[src/rtl/alu_logic_pkg.sv]
// alu_logic_pkg: op encoding shared by the pipelined logic unit and its users.
package alu_logic_pkg;
  localparam int OP_W = 3;
  typedef enum logic [OP_W-1:0] {
    OP_AND   = 3'd0,
    OP_OR    = 3'd1,
    OP_XOR   = 3'd2,
    OP_NOR   = 3'd3,
    OP_NAND  = 3'd4,
    OP_XNOR  = 3'd5,
    OP_ANDN  = 3'd6,
    OP_PASSA = 3'd7
  } op_e;
endpackage

[src/rtl/logic_pipe_stage.sv]
// logic_pipe_stage: one elastic register slice with valid/ready on both sides.
module logic_pipe_stage #(
  parameter int DW = 66
) (
  input  logic          clk,
  input  logic          rst_n,
  input  logic          up_valid,
  output logic          up_ready,
  input  logic [DW-1:0] up_data,
  output logic          dn_valid,
  input  logic          dn_ready,
  output logic [DW-1:0] dn_data
);
  logic          v_q, v_d;
  logic [DW-1:0] data_q, data_d;
  always_comb begin
    up_ready = !v_q || dn_ready;
    v_d      = up_ready ? up_valid : v_q;
    data_d   = (up_valid && up_ready) ? up_data : data_q;
  end
  always_ff @(posedge clk or negedge rst_n) begin
    if (!rst_n) begin
      v_q    <= 1'b0;
      data_q <= '0;
    end else begin
      v_q    <= v_d;
      data_q <= data_d;
    end
  end
  assign dn_valid = v_q;
  assign dn_data  = data_q;
endmodule

[src/rtl/logic_unit_pipe.sv]
// logic_unit_pipe: selectable bitwise op plus zero/ones flags, carried through
// a STAGES-deep elastic pipeline.
module logic_unit_pipe
  import alu_logic_pkg::*;
#(
  parameter int WIDTH  = 64,
  parameter int STAGES = 2
) (
  input  logic             clk,
  input  logic             rst_n,
  input  logic             in_valid,
  output logic             in_ready,
  input  logic [OP_W-1:0]  in_op,
  input  logic [WIDTH-1:0] in_a,
  input  logic [WIDTH-1:0] in_b,
  output logic             out_valid,
  input  logic             out_ready,
  output logic [WIDTH-1:0] out_y,
  output logic             out_zero,
  output logic             out_ones
);
  localparam int DW = WIDTH + 2;
  logic [WIDTH-1:0] res;
  logic [DW-1:0]    head, tail;
  always_comb begin
    res = in_a;
    case (op_e'(in_op))
      OP_AND:   res = in_a & in_b;
      OP_OR:    res = in_a | in_b;
      OP_XOR:   res = in_a ^ in_b;
      OP_NOR:   res = ~(in_a | in_b);
      OP_NAND:  res = ~(in_a & in_b);
      OP_XNOR:  res = ~(in_a ^ in_b);
      OP_ANDN:  res = in_a & ~in_b;
      default:  res = in_a;
    endcase
  end
  assign head = {~|res, &res, res};
  if (STAGES < 1 || STAGES > 4) begin : g_bad
    $error("logic_unit_pipe: STAGES must be 1..4");
  end
  // Each slice keeps its own handshake nets so the ready chain stays acyclic.
  for (genvar k = 0; k < STAGES; k++) begin : g
    logic          up_valid, up_ready, dn_valid, dn_ready;
    logic [DW-1:0] up_data, dn_data;
    logic_pipe_stage #(.DW(DW)) u_stage (
      .clk      (clk),
      .rst_n    (rst_n),
      .up_valid (up_valid),
      .up_ready (up_ready),
      .up_data  (up_data),
      .dn_valid (dn_valid),
      .dn_ready (dn_ready),
      .dn_data  (dn_data)
    );
    if (k == 0) begin : g_up
      assign up_valid = in_valid;
      assign up_data  = head;
    end else begin : g_up
      assign up_valid = g[k-1].dn_valid;
      assign up_data  = g[k-1].dn_data;
    end
    if (k == STAGES - 1) begin : g_dn
      assign dn_ready = out_ready;
    end else begin : g_dn
      assign dn_ready = g[k+1].up_ready;
    end
  end
  assign in_ready  = g[0].up_ready;
  assign out_valid = g[STAGES-1].dn_valid;
  assign tail      = g[STAGES-1].dn_data;
  assign out_y     = tail[WIDTH-1:0];
  assign out_ones  = tail[WIDTH];
  assign out_zero  = tail[WIDTH+1];
endmodule

[config.mk]
export PLATFORM = sky130hd
export DESIGN_NAME = logic_unit_pipe
export DESIGN_NICKNAME = d
export VERILOG_FILES = /design/src/rtl/alu_logic_pkg.sv /design/src/rtl/logic_pipe_stage.sv /design/src/rtl/logic_unit_pipe.sv
export SDC_FILE = /design/constraint.sdc
export NUM_CORES = 1
export LEC_CHECK = 0
export CELL_PAD_IN_SITES_DETAIL_PLACEMENT = 1
export CELL_PAD_IN_SITES_GLOBAL_PLACEMENT = 1
export CORE_MARGIN = 2
export CORE_UTILIZATION = 30
export DETAILED_ROUTE_END_ITERATION = 6
export GPL_TIMING_DRIVEN = 0
export PLACE_DENSITY = 0.62
export SLEW_MARGIN = 10
export SYNTH_ARGS = -nofsm -noshare
export SYNTH_HDL_FRONTEND = slang
export SYNTH_SLANG_ARGS = --single-unit
[constraint.sdc]
create_clock -name clk -period 1.52 [get_ports clk]
set_input_delay 0.228 -clock clk [delete_from_list [all_inputs] [get_ports clk]]
set_output_delay 0.228 -clock clk [all_outputs]
set_load 0.01 [all_outputs]
==> flow_summary.json, run 1 <==
{
  "gr-total-overflow": 0,
  "grt_pass1_vias": 12762,
  "end_kind": "flip-flop",
  "start_util_pct": 30.5,
  "row_count": 73,
  "wl_per_cell_um": 24.4,
  "min_from": "in_a[49]",
  "fmax_mhz": 463,
  "finalWorstSetupSlack_ns": -0.641,
  "area_growth_pct": 60.4,
  "antenna_found_initial": 3,
  "synth.most_common_cell": "ha_1",
  "finalSetupViolCount": 29,
  "run_status": "finished with violations",
  "cts_tree": "built",
  "die_w_um": 206,
  "nets": 2068,
  "critPathRequiredTime_ns": 1.82,
  "first_pass_iters": 7,
  "grt_pass1_wl_um": 79300,
  "grt_max_degree": 69,
  "design.die.area_sq_mm": 0.0423,
  "synthArstFlopShare_pct": 100,
  "h-tree-depth": 4,
  "yosys.area.top_type": "dfrtp_1",
  "min_path_type": "input pin to flip-flop",
  "grtUsageTotal_pct": 25.3,
  "powerDensity_mw_per_mm2": 827,
  "clock_path_buffers": 2,
  "synthCells": 1336,
  "port_buffers": 200,
  "fin_crit_sh_pct": 142,
  "synth_commonest_cells": "ha_1 (192), dfrtp_1 (134), inv_1 (134), nand2_1 (126), mux2_2 (112)",
  "startpoint": "in_a[58]",
  "dpl.cell_count": 2062,
  "drive_above_1_share_pct": 40.7,
  "syn-num-nets": 1663,
  "fin_crit_ns": 2.16,
  "relSlewSlack_pct": 56.8,
  "place.detailed.hpwl_um": 39300,
  "detail-route-antenna-nets": 0,
  "numCtsBuffers": 17,
  "rsz0062_at_grt": "true",
  "finalHoldViolCount": 0,
  "synth.distinct_cells": 65,
  "root_buffer": "clkbuf_16",
  "drv_cap": 0,
  "path_clk_slew_ns": 0.06,
  "power_leakage_nw": 9.17,
  "clock_skew_ns": 0.00788,
  "total_power_mw": 16.2,
  "syn_area_sq_mm": 0.0122,
  "slew_viol_final": 0,
  "worstReg2RegEnd": "g[0].u_stage.dn_data[64]$_DFFE_PN0P_",
  "crit_type": "input pin to flip-flop",
  "groute.layer.met2.usage_pct": 43.6,
  "core_area_sq_mm": 0.0399,
  "ys.flop_type": "dfrtp_1",
  "start_kind": "input pin",
  "via_per_inst": 5.38,
  "grt_use_met1_pct": 31.3,
  "clk_latency_ns": 0.42,
  "routed_wl_um": 55600,
  "globalRoute.busiestLayer": "met2",
  "crit_path_max_fanout": 3,
  "synth_edf_count": 0,
  "endpoint": "g[0].u_stage.dn_data[65]$_DFFE_PN0P_",
  "diodes": 0,
  "synth_area_leaders": "dfrtp_1 (28%), ha_1 (20%), mux2_2 (10%)",
  "num_vias": 12271,
  "die_y_um": 206,
  "seq_area_frac_synth_pct": 27.5,
  "ir_worst_vdd_mv": 0.832,
  "use_met3_pct": 3.75,
  "avgSynthCellArea_sq_um": 9.12,
  "io_pins": 203,
  "clock_sinks": 134,
  "violations": "setup timing",
  "yosys.area.top_type_share_pct": 27.5,
  "critical_path_arrival_ns": 2.46,
  "synth-warning-count": 0,
  "worstRegToRegCells": 8,
  "tightest_slew_ns": 0.648,
  "yosys_register_bits": 134,
  "reg2reg_setup_slack_ns": -0.31,
  "gp_congestion": 0.924,
  "stdcell_count": 2279,
  "drt_iter0_drc": 731,
  "route.detailed.drc": 0,
  "rr_startpoint": "g[1].u_stage.dn_valid$_DFFE_PN0P_"
}
-- layout make-up --
cell class	instances	area, sq um
fill	4353	20400
multi-input combinational	978	9450
timing repair buffer	391	3730
sequential	134	3350
buffer	83	1210
tap	525	657
inverter	136	543
clock buffer	17	425
clock inverter	15	179
-- cells by family (layout without fill, tap and decap cells) --
logic type / Yosys count / count (layout) / share of synthesized area, %
AOI/OAI and AO/OA: 311 / 311 / 16.3
buffers and inverters: 224 / 642 / 8.40
and+or+nand+nor: 289 / 289 / 11.2
DFF: 134 / 134 / 27.5
adders and majority gates: 192 / 192 / 19.7
xor gates and xnor gates: 21 / 21 / 1.51
muxes: 165 / 165 / 15.4
-- cell usage in the layout (no fill, tap or decap), drive strengths merged, types with 27 or more instances in the layout --
cell type	Yosys	routed
dlygate4sd2	0	125
mux2	112	112
o21ai	101	101
buf	61	273
o22ai	33	33
mux2i	46	46
clkdlybuf4s15	0	27
a21oi	59	59
dfrtp	134	134
nand2b	32	32
nor2	57	57
inv	135	137
nand2	126	126
ha	192	192
clkbuf	27	51
-- flip-flops by register name, indices dropped and copies added (netlist names) --
name and count:
g.u_stage.dn_data 132, g.u_stage.dn_valid 2
-- power by group --
| group | leakage (nW) | switching [mW] | internal (mW) |
|---|---|---|---|
| logic | 7.26 | 3.49 | 3.52 |
| registers | 1.62 | 0.539 | 4.43 |
| clock network | 0.286 | 1.59 | 2.59 |
-- critical path, cell delays in order --
cell	delay [ns]
buf_12	0.09
inv_12	0.03
ha_4	0.22
mux2_4	0.26
mux4_2	0.57
nor4b_4	0.23
nand4_1	0.15
nor3_2	0.22
nand4_1	0.19
o41ai_2	0.27
-- through the flow --
step | cell area (sq um) | setup TNS, ns | worst slack (ns) | hold WS (ns) | util (%)
2_1_floorplan | 12500 | -2.53 | -0.626 | -0.0676 | -
3_3_place_gp | 15100 | -789.39 | -5.12 | 0.464 | 37.9
3_5_place_dp | 15200 | -107.92 | -2.22 | 0.271 | 38.0
4_1_cts | 18600 | -2.19 | -0.649 | 0.312 | 46.5
5_1_grt | 19500 | -4.93 | -0.698 | 0.367 | 49.0
6_report | 19500 | -4.45 | -0.641 | 0.330 | 49.0
-- worst min-delay path by stage --
stage	to	slack, ns	depth (start not counted)
after global placement	g[0].u_stage.dn_data[62]$_DFFE_PN0P_	0.46	2
after global routing	g[0].u_stage.dn_data[61]$_DFFE_PN0P_	0.37	4
final	g[0].u_stage.dn_data[49]$_DFFE_PN0P_	0.33	3
after detailed placement	g[1].u_stage.dn_data[49]$_DFFE_PN0P_	0.27	1
after CTS	g[0].u_stage.dn_data[61]$_DFFE_PN0P_	0.31	3
after floorplan	g[0].u_stage.dn_data[0]$_DFFE_PN0P_	-0.07	0
-- routing by layer --
metal	wire (um)	up-vias
li1	-	5501
met5	0	-
met1	23300	6181
met3	2810	146
met2	26900	443
met4	2530	0
-- timing repair --
action / in CTS / in global routing
hold buffers: 1 / 0
setup endpoints to repair: 194 / 86
resized for setup: 685 / 248
buffers inserted: 136 / 55
gates cloned: 10 / 2
endpoints found under the hold margin: 66 / 0
pin swaps: 107 / 66
Note: power is estimated with default switching activity, not from simulation.
==> inputs of run 2 (changes only) <==
- SLEW_MARGIN: 10 -> 5
==> results of run 2 <==
Same layout as run 1: the final DEF is identical, and so are final timing and power.
==> inputs of run 3 (changes only) <==
- CAP_MARGIN: unset -> 30
==> run 3 against run 2 <==
  * The flow still finishes with violations (setup timing)
  * Hold slack got worse by 0.0057 ns
  * Sequential power about the same
  * Setup slack worse by 0.29 ns
  * Largest cell class unchanged
  * Clock-buffer cell count rose by 1
  * Cell area fell by 2.9%
  * Power hardly changed
==> flow_summary.json, run 3 (synthesized netlist as in run 1, its figures left out) <==
{
  "io_pins": 203,
  "crit_chain": "clkdlybuf4s15_1, inv_1, ha_1, mux2_2, o22ai_4, a221oi_4, nor4_1, nand4_1, o41ai_2",
  "antenna_found_initial": 2,
  "finalSetupViolCount": 28,
  "grt_max_degree": 69,
  "finalHoldViolCount": 0,
  "critPathRequiredTime_ns": 1.84,
  "crit_path_top_delay_cell": "nor4_1",
  "area_growth_pct": 55.6,
  "clock_path_buffers": 2,
  "critical_path_arrival_ns": 2.77,
  "relSlewSlack_pct": 40.9,
  "slowest_delay_ns": 0.79,
  "first_pass_iters": 6,
  "slew_viol_final": 0,
  "clk_latency_ns": 0.42,
  "port_buffers": 200,
  "crit_path_max_fanout": 3,
  "cp.buffers_inverters": 2,
  "grt_pass1_wl_um": 77800,
  "core_area_sq_mm": 0.0399,
  "largest_reg_flops": 132,
  "grtUsageTotal_pct": 24.9,
  "drive_above_1_share_pct": 39.8,
  "min_path_type": "input pin to flip-flop",
  "wl_per_cell_um": 24.5,
  "num_vias": 12132,
  "detail-route-antenna-nets": 0,
  "start_util_pct": 30.5,
  "place_ws_ns": -2.02,
  "place.detailed.hpwl_um": 39400,
  "end_kind": "flip-flop",
  "fmax_mhz": 407,
  "start_kind": "input pin",
  "mostFrequentLayoutCell": "ha_1",
  "die_y_um": 206,
  "finalWorstSetupSlack_ns": -0.935,
  "path_clk_slew_ns": 0.06,
  "fin_crit_ns": 2.46,
  "numCtsBuffers": 17,
  "wl_met3_um": 2870,
  "cts_tree": "built",
  "tightest_slew_ns": 0.878,
  "postLayoutCoreUtil_pct": 47.5,
  "gp_congestion": 0.924,
  "drv_cap": 0,
  "clock_sinks": 134,
  "via_per_inst": 5.36,
  "drt_iter0_drc": 846,
  "dpl_cell_area_sq_mm": 0.0152,
  "design.die.area_sq_mm": 0.0423,
  "final_area_sq_mm": 0.0190,
  "crit_type": "input pin to flip-flop",
  "h-tree-depth": 4,
  "dr_wl_met2_um": 26800,
  "powerDensity_mw_per_mm2": 851,
  "final_cell_mix": "ha_1 (164), buf_4 (134), dfrtp_1 (134)",
  "nets": 2052,
  "root_buffer": "clkbuf_16",
  "path_delay_family": "simple AND/OR/NAND/NOR gates",
  "ir_worst_vdd_mv": 0.775,
  "die_w_um": 206,
  "fin_crit_sh_pct": 162,
  "filler_cell_count": 4435,
  "row_count": 73,
  "finalSetupTns_ns": -4.05,
  "rsz0062_at_grt": "true",
  "clock_skew_ns": 0.00808,
  "wl_met1_um": 23300,
  "routed_wl_um": 55500,
  "violations": "setup timing",
  "highest-signal-layer": "met4",
  "power_leakage_nw": 8.97,
  "gr-total-overflow": 0,
  "grt_pass1_vias": 12582,
  "route.detailed.drc": 0,
  "run_status": "finished with violations"
}
==> run 3: changes by cell type in the layout (fill, tap and decap cells not counted), sizes merged, moves of 4 or more <==
| cell | before | now |
|---|---|---|
| dlygate4sd2 | 125 | 120 |
| clkbuf | 51 | 55 |
| buf | 273 | 262 |
| dlymetal6s2s | 8 | 12 |
| clkdlybuf4s15 | 27 | 22 |
==> run 3: worst paths after layout <==
check | startpoint | to | slack [ns] | depth (start not counted)
worst max-delay path | in_b[32] | g[0].u_stage.dn_data[65]$_DFFE_PN0P_ | -0.94 | 9
worst min-delay path | in_a[61] | g[0].u_stage.dn_data[61]$_DFFE_PN0P_ | 0.32 | 3
worst max register to register | g[0].u_stage.dn_valid$_DFFE_PN0N_ | g[0].u_stage.dn_data[65]$_DFFE_PN0P_ | -0.16 | 6
worst min register to register | g[0].u_stage.dn_data[62]$_DFFE_PN0P_ | g[0].u_stage.dn_data[62]$_DFFE_PN0P_ | 0.48 | 2
max in group asynchronous | rst_n | g[1].u_stage.dn_data[7]$_DFFE_PN0P_ | 0.38 | 3
min in group asynchronous | rst_n | g[1].u_stage.dn_data[49]$_DFFE_PN0P_ | 0.38 | 2
==> run 3: power by group <==
group / internal (mW) / leakage, nW / switching [mW]
Clock: 2.80 / 0.303 / 1.59
Sequential: 4.43 / 1.62 / 0.549
Combinational: 3.34 / 7.05 / 3.43
Total: 10.6 / 8.97 / 5.57
==> run 3: tightest hold or removal path, delay by kind of cell <==
family,cells,cell delay (ns)
AO/OA/AOI/OAI,2,0.28
buffers and inverters,1,0.19
==> run 3: through the flow <==
step	total power, mW	hold slack (ns)	std cells
floorplan	7.60	-0.0676	1336
global placement	10.3	0.464	2061
detailed placement	10.5	0.269	2063
CTS	15.6	0.288	2219
global route	16.9	0.339	2263
finish	16.1	0.324	2264
==> run 3: repair_timing <==
item / 4_1_cts / 5_1_grt
gates resized for setup: 611 / 264
hold endpoints to repair: 66 / 0
endpoints found under the setup margin: 194 / 94
cloned: 4 / 0
pin swaps: 92 / 81
hold buffers: 1 / 0
setup buffers: 124 / 52
==> run 3: area by class of cell <==
class	count	area (sq um)	area share, %
clock buffer	18	439	2.32
clock inverter	14	200	1.06
timing repair buffer	376	3380	17.8
sequential	134	3350	17.7
tap	525	657	3.46
multi-input combinational	978	9270	48.9
buffer	82	1130	5.95
inverter	136	538	2.84
antenna	1	2.50	0.0132
==> run 3: metal layers <==
metal  track usage, %  vias up
met5                0        -
met4             10.1        0
met3             4.09      153
met2             42.6      485
met1             31.0     6040
li1                 -     5454
